### config.mk
export PLATFORM = sky130hd
export DESIGN_NAME = shift_normalizer_seq
export DESIGN_NICKNAME = d
export VERILOG_FILES = /design/src/rtl/shift_normalizer_seq.sv
export SDC_FILE = /design/constraint.sdc
export NUM_CORES = 1
export LEC_CHECK = 0
export CAP_MARGIN = 30
export CORE_MARGIN = 10
export CORE_UTILIZATION = 44
export DETAILED_ROUTE_END_ITERATION = 6
export HOLD_SLACK_MARGIN = 0.02
export PLACE_DENSITY = 0.71
export SKIP_LAST_GASP = 1
export SLEW_MARGIN = 25
export SYNTH_ARGS = -nofsm -noshare
export SYNTH_HDL_FRONTEND = slang
export SYNTH_SLANG_ARGS = --single-unit
### constraint.sdc
create_clock -name clk -period 1.45 [get_ports clk]
set_input_delay 0.2175 -clock clk [delete_from_list [all_inputs] [get_ports clk]]
set_output_delay 0.2175 -clock clk [all_outputs]
set_load 0.1 [all_outputs]
### src/rtl/shift_normalizer_seq.sv
// shift_normalizer_seq: multi-cycle left/right normalizer; define SHIFT_NORMALIZER_DUAL_STEP_EN for two-bit stepping
module shift_normalizer_seq #(
  parameter int WIDTH = 8,
  parameter int CNT_W = 3
) (
  input  logic             clk,
  input  logic             reset,
  input  logic             start,
  input  logic [WIDTH-1:0] a,
  input  logic             choice,
  output logic             ready,
  output logic             done,
  output logic [WIDTH-1:0] y,
  output logic [CNT_W-1:0] amt,
  output logic             zero
);
  typedef enum logic [1:0] {IDLE, SHIFT, DONE} state_t;
  state_t state;
  logic [WIDTH-1:0] work;
  logic [CNT_W-1:0] cnt;
  logic dir;
  logic tgt;
  logic [WIDTH-1:0] step1;
  assign ready = (state == IDLE);
  assign tgt = dir ? work[0] : work[WIDTH-1];
  assign step1 = dir ? work >> 1 : work << 1;
`ifdef SHIFT_NORMALIZER_DUAL_STEP_EN
  logic adj;
  logic [WIDTH-1:0] step2;
  assign adj = dir ? work[1] : work[WIDTH-2];
  assign step2 = dir ? work >> 2 : work << 2;
`endif
  always_ff @(posedge clk) begin
    if (reset) begin
      state <= IDLE;
      work <= '0;
      dir <= 1'b0;
      cnt <= '0;
      done <= 1'b0;
      y <= '0;
      amt <= '0;
      zero <= 1'b0;
    end else begin
      case (state)
        IDLE: if (start) begin
          work <= a;
          dir <= choice;
          cnt <= '0;
          zero <= (a == '0);
          if (a == '0) begin
            y <= '0;
            amt <= '0;
            done <= 1'b1;
            state <= DONE;
          end else begin
            state <= SHIFT;
          end
        end
        SHIFT: if (tgt) begin
          y <= work;
          amt <= cnt;
          done <= 1'b1;
          state <= DONE;
        end else begin
`ifdef SHIFT_NORMALIZER_DUAL_STEP_EN
          work <= adj ? step1 : step2;
          cnt <= cnt + (adj ? CNT_W'(1) : CNT_W'(2));
`else
          work <= step1;
          cnt <= cnt + CNT_W'(1);
`endif
        end
        DONE: begin
          done <= 1'b0;
          state <= IDLE;
        end
        default: state <= IDLE;
      endcase
    end
  end
endmodule

==> summary.txt <==
Status
  • Outcome: complete, but fails checks
  • Failing checks: setup timing

Yosys
  • Post-synth EDFFs: 0
  • Xor-xnor portion of the synthesized cell area: 0%
  • Yosys reg bits: 27
  • Synth Instances: 126
  • Post-synthesis sequential area ratio: 44.3%
  • Largest family of logic cells by synthesized area: compound AO/OA/AOI/OAI gates
  • Synth Warn #: 0
  • Ys flop type: dfxtp_1
  • Synth top area share: 44.3%
  • Yosys top cell by area: dfxtp_1
  • Adder-cell share of the synthesized area: 1.02%
  • Mux share of post-synthesis cell area: 6.66%
  • Syn Area/Cell: 9.69 um2
  • FFs w/ async S/R, synth: 0%
  • Syn_nets: 139
  • Post-Syn Area: 1220 um2
  • Synth cell types: 35
  • Complex-gate fraction of the synthesized area: 28.5%
  • Post-synthesis simple-gate area fraction: 12.7%
  • Synth area leaders: dfxtp_1 (44%), a32o_1 (9.0%), mux2_2 (4.6%)

Global route
  • First-pass GRT wire length: 6240 um
  • Vias in the first global route: 1279
  • Overflow after GRT: 0
  • Total track usage: 14.7%
  • Number of antenna violations at the first check in global routing: 0
  • Largest net degree at the start of global routing: 17

Critical path
  • Setup CP Type: reg2reg
  • WP data arrival: 1.72 ns
  • FF-to-FF path depth: 5
  • CP peak stage delay: 0.40 ns
  • Critical Path Stages: 5
  • R2R Path End: amt[0]$_SDFFE_PP0P_
  • Worst setup EP type: flip-flop
  • Crit start category: flip-flop
  • Crit-path leading delay family: simple AND/OR/NAND/NOR gates
  • Critical path's slowest cell: dfxtp_4
  • WP data required: 1.69 ns
  • CP endpoint: amt[0]$_SDFFE_PP0P_
  • Worst r2r src: state[1]$_SDFFE_PP0P_
  • CP max FO: 11
  • CP bufs+invs: 2
  • Reg2reg setup slack: -0.03 ns
  • Worst setup path start: state[1]$_SDFFE_PP0P_
  • CP cell instances: buf_12 -> nor3b_4 -> nand3_2 -> buf_6 -> a32o_1

Timing
  • Worst Skew: 0.00462 ns
  • Fmax: 677 MHz
  • Final setup violation count: 11
  • Worst slew pin tran: 0.440 ns
  • Max transition margin: 70.4%
  • Tcrit/Tclk final: 102%
  • Final Max Tran Viols: 0
  • Tmin final: 1.48 ns
  • Hold Fails Final Rpt: 0
  • RSZ-0062 raised after global routing: yes
  • Final worst slack: -0.0262 ns

Place
  • Routability Congestion: 0.914
  • Port Buffers: 25
  • Inst Count DP: 205
  • Dpl cell area: 1850 um2
  • Dpl hpwl: 2710 um

Clock tree
  • CTS tree: done
  • Skew-Pair Late Insertion Delay: 0.34 ns
  • CTS Buffer Depth: 2
  • Hold buffers post-CTS: 0
  • Clock root cell: clkbuf_4
  • Num CTS Buffers: 3
  • CTS sink cnt: 27
  • Clk slew on worst S/H paths: 0.15 ns
  • H-tree depth: 1

Final layout
  • Layout area overhead: 64.1%
  • Nets: 196
  • Non-filler cells, final: 213
  • # diodes: 0
  • Fin area: 2000 um2
  • Layout cell share with drive strength beyond 1: 42.3%

Die
  • Die extent in y: 72.7 um
  • Io pins: 26
  • Die X-Extent: 72.7 um
  • Initial Utilization: 45.1%
  • Core region area: 2710 um2
  • Row cnt: 19
  • Area of the die: 5280 um2

Detailed routing
  • DRT antenna net count: 0
  • Post-detailed-routing wire length: 3810 um
  • TritonRoute pass-1 iters: 4
  • Per-cell routed wire length: 17.9 um
  • DR vias: 1253
  • # DRC: 0
  • Average vias per placed instance: 5.88
  • DRT iter0 DRCs: 117

Power
  • Static Leakage: 0.770 nW
  • PD cells: 911 nW/um2
  • Worst VDD drop: 910 uV
  • Power Total: 1.83 mW

Flow run
  • Max Cap Violations: 0

Min path
  • Hold path startpoint: choice
  • Hold path cells: 3
  • Hold Path Class: in2reg
## area by class of cell
type | count | area [um2]
Clock buffer | 4 | 26.3
Fill cell | 190 | 706
Inverter | 8 | 30.0
Multi-Input combinational cell | 81 | 678
Sequential cell | 27 | 549
Tap cell | 31 | 38.8
Timing Repair Buffer | 62 | 682
## where the power goes
part | total (mW) | internal (mW) | switching (mW)
registers | 0.861 | 0.793 | 0.0676
logic | 0.621 | 0.303 | 0.318
clock network | 0.343 | 0.108 | 0.235
total | 1.83 | 1.20 | 0.621
## worst register-to-register path, delay by kind of cell, from the launching register on
family / cells / cell delay (ns)
buffers and inverters: 2 / 0.31
DFF: 1 / 0.40
and+or+nand+nor: 2 / 0.44
AOI/OAI and AO/OA: 1 / 0.25
## worst min-delay path by stage
stage	to
after floorplan	dir$_SDFFE_PP0P_
after global placement	zero$_SDFFE_PP0P_
after detailed placement	zero$_SDFFE_PP0P_
after CTS	dir$_SDFFE_PP0P_
after global routing	dir$_SDFFE_PP0P_
final	dir$_SDFFE_PP0P_
## sequential cells by signal, summed over array words and instances (netlist names)
name	cells
work	8
y	8
amt	3
cnt	3
state	2
dir	1
done	1
zero	1
## logic make-up (layout without fill, tap and decap cells)
| family | after synthesis | after routing |
|---|---|---|
| AOI/OAI and AO/OA | 46 | 46 |
| DFF | 27 | 27 |
| and+or+nand+nor | 27 | 27 |
| buffers and inverters | 18 | 74 |
| muxes | 7 | 7 |
| adders and majority gates | 1 | 1 |
## metrics by stage
step	setup WS, ns	TNS [ns]	util, %	hold WS, ns
final	-0.0262	-0.137	74.0	0.414
after global routing	-0.116	-1.12	74.0	0.428
after CTS	-0.0102	-0.0370	72.7	0.422
after detailed placement	-0.379	-6.40	68.2	0.486
after global placement	-0.348	-5.52	68.1	0.483
after floorplan	0.0623	0	-	0.353
## cell usage after synthesis, types with 2 or more instances
master    count
dfxtp_1      27
nand2_1      12
a32o_1       11
a21oi_1       8
inv_1         8
buf_2         7
a221oi_1      6
a211oi_1      5
mux2_2        5
o22ai_1       5
nand3_1       3
o21ai_0       3
clkbuf_1      2
o211ai_1      2
o31ai_1       2
## repair_timing
item                       4_1_cts  5_1_grt
pin swaps                        2        2
buffers inserted                 3        1
resized for setup               15        6
setup endpoints to repair       19       19
## layout by cell type (no fill, tap or decap), drive strengths merged, types with 2 or more instances in the layout
master          n
a211oi          5
a21oi           8
a221oi          6
a32o           11
buf            51
clkbuf          4
clkdlybuf4s50  11
dfxtp          27
inv             8
mux2            6
nand2          12
nand3           3
nor4            2
o211ai          2
o21ai           3
o22ai           5
o31ai           2
## metal layers
metal	track usage (%)	part of all wire, %
met1	16.3	39
met2	24.0	48
met4	7.81	3.0
met5	0	0
met3	5.03	9.5
Power figures use the tool's default switching activity.
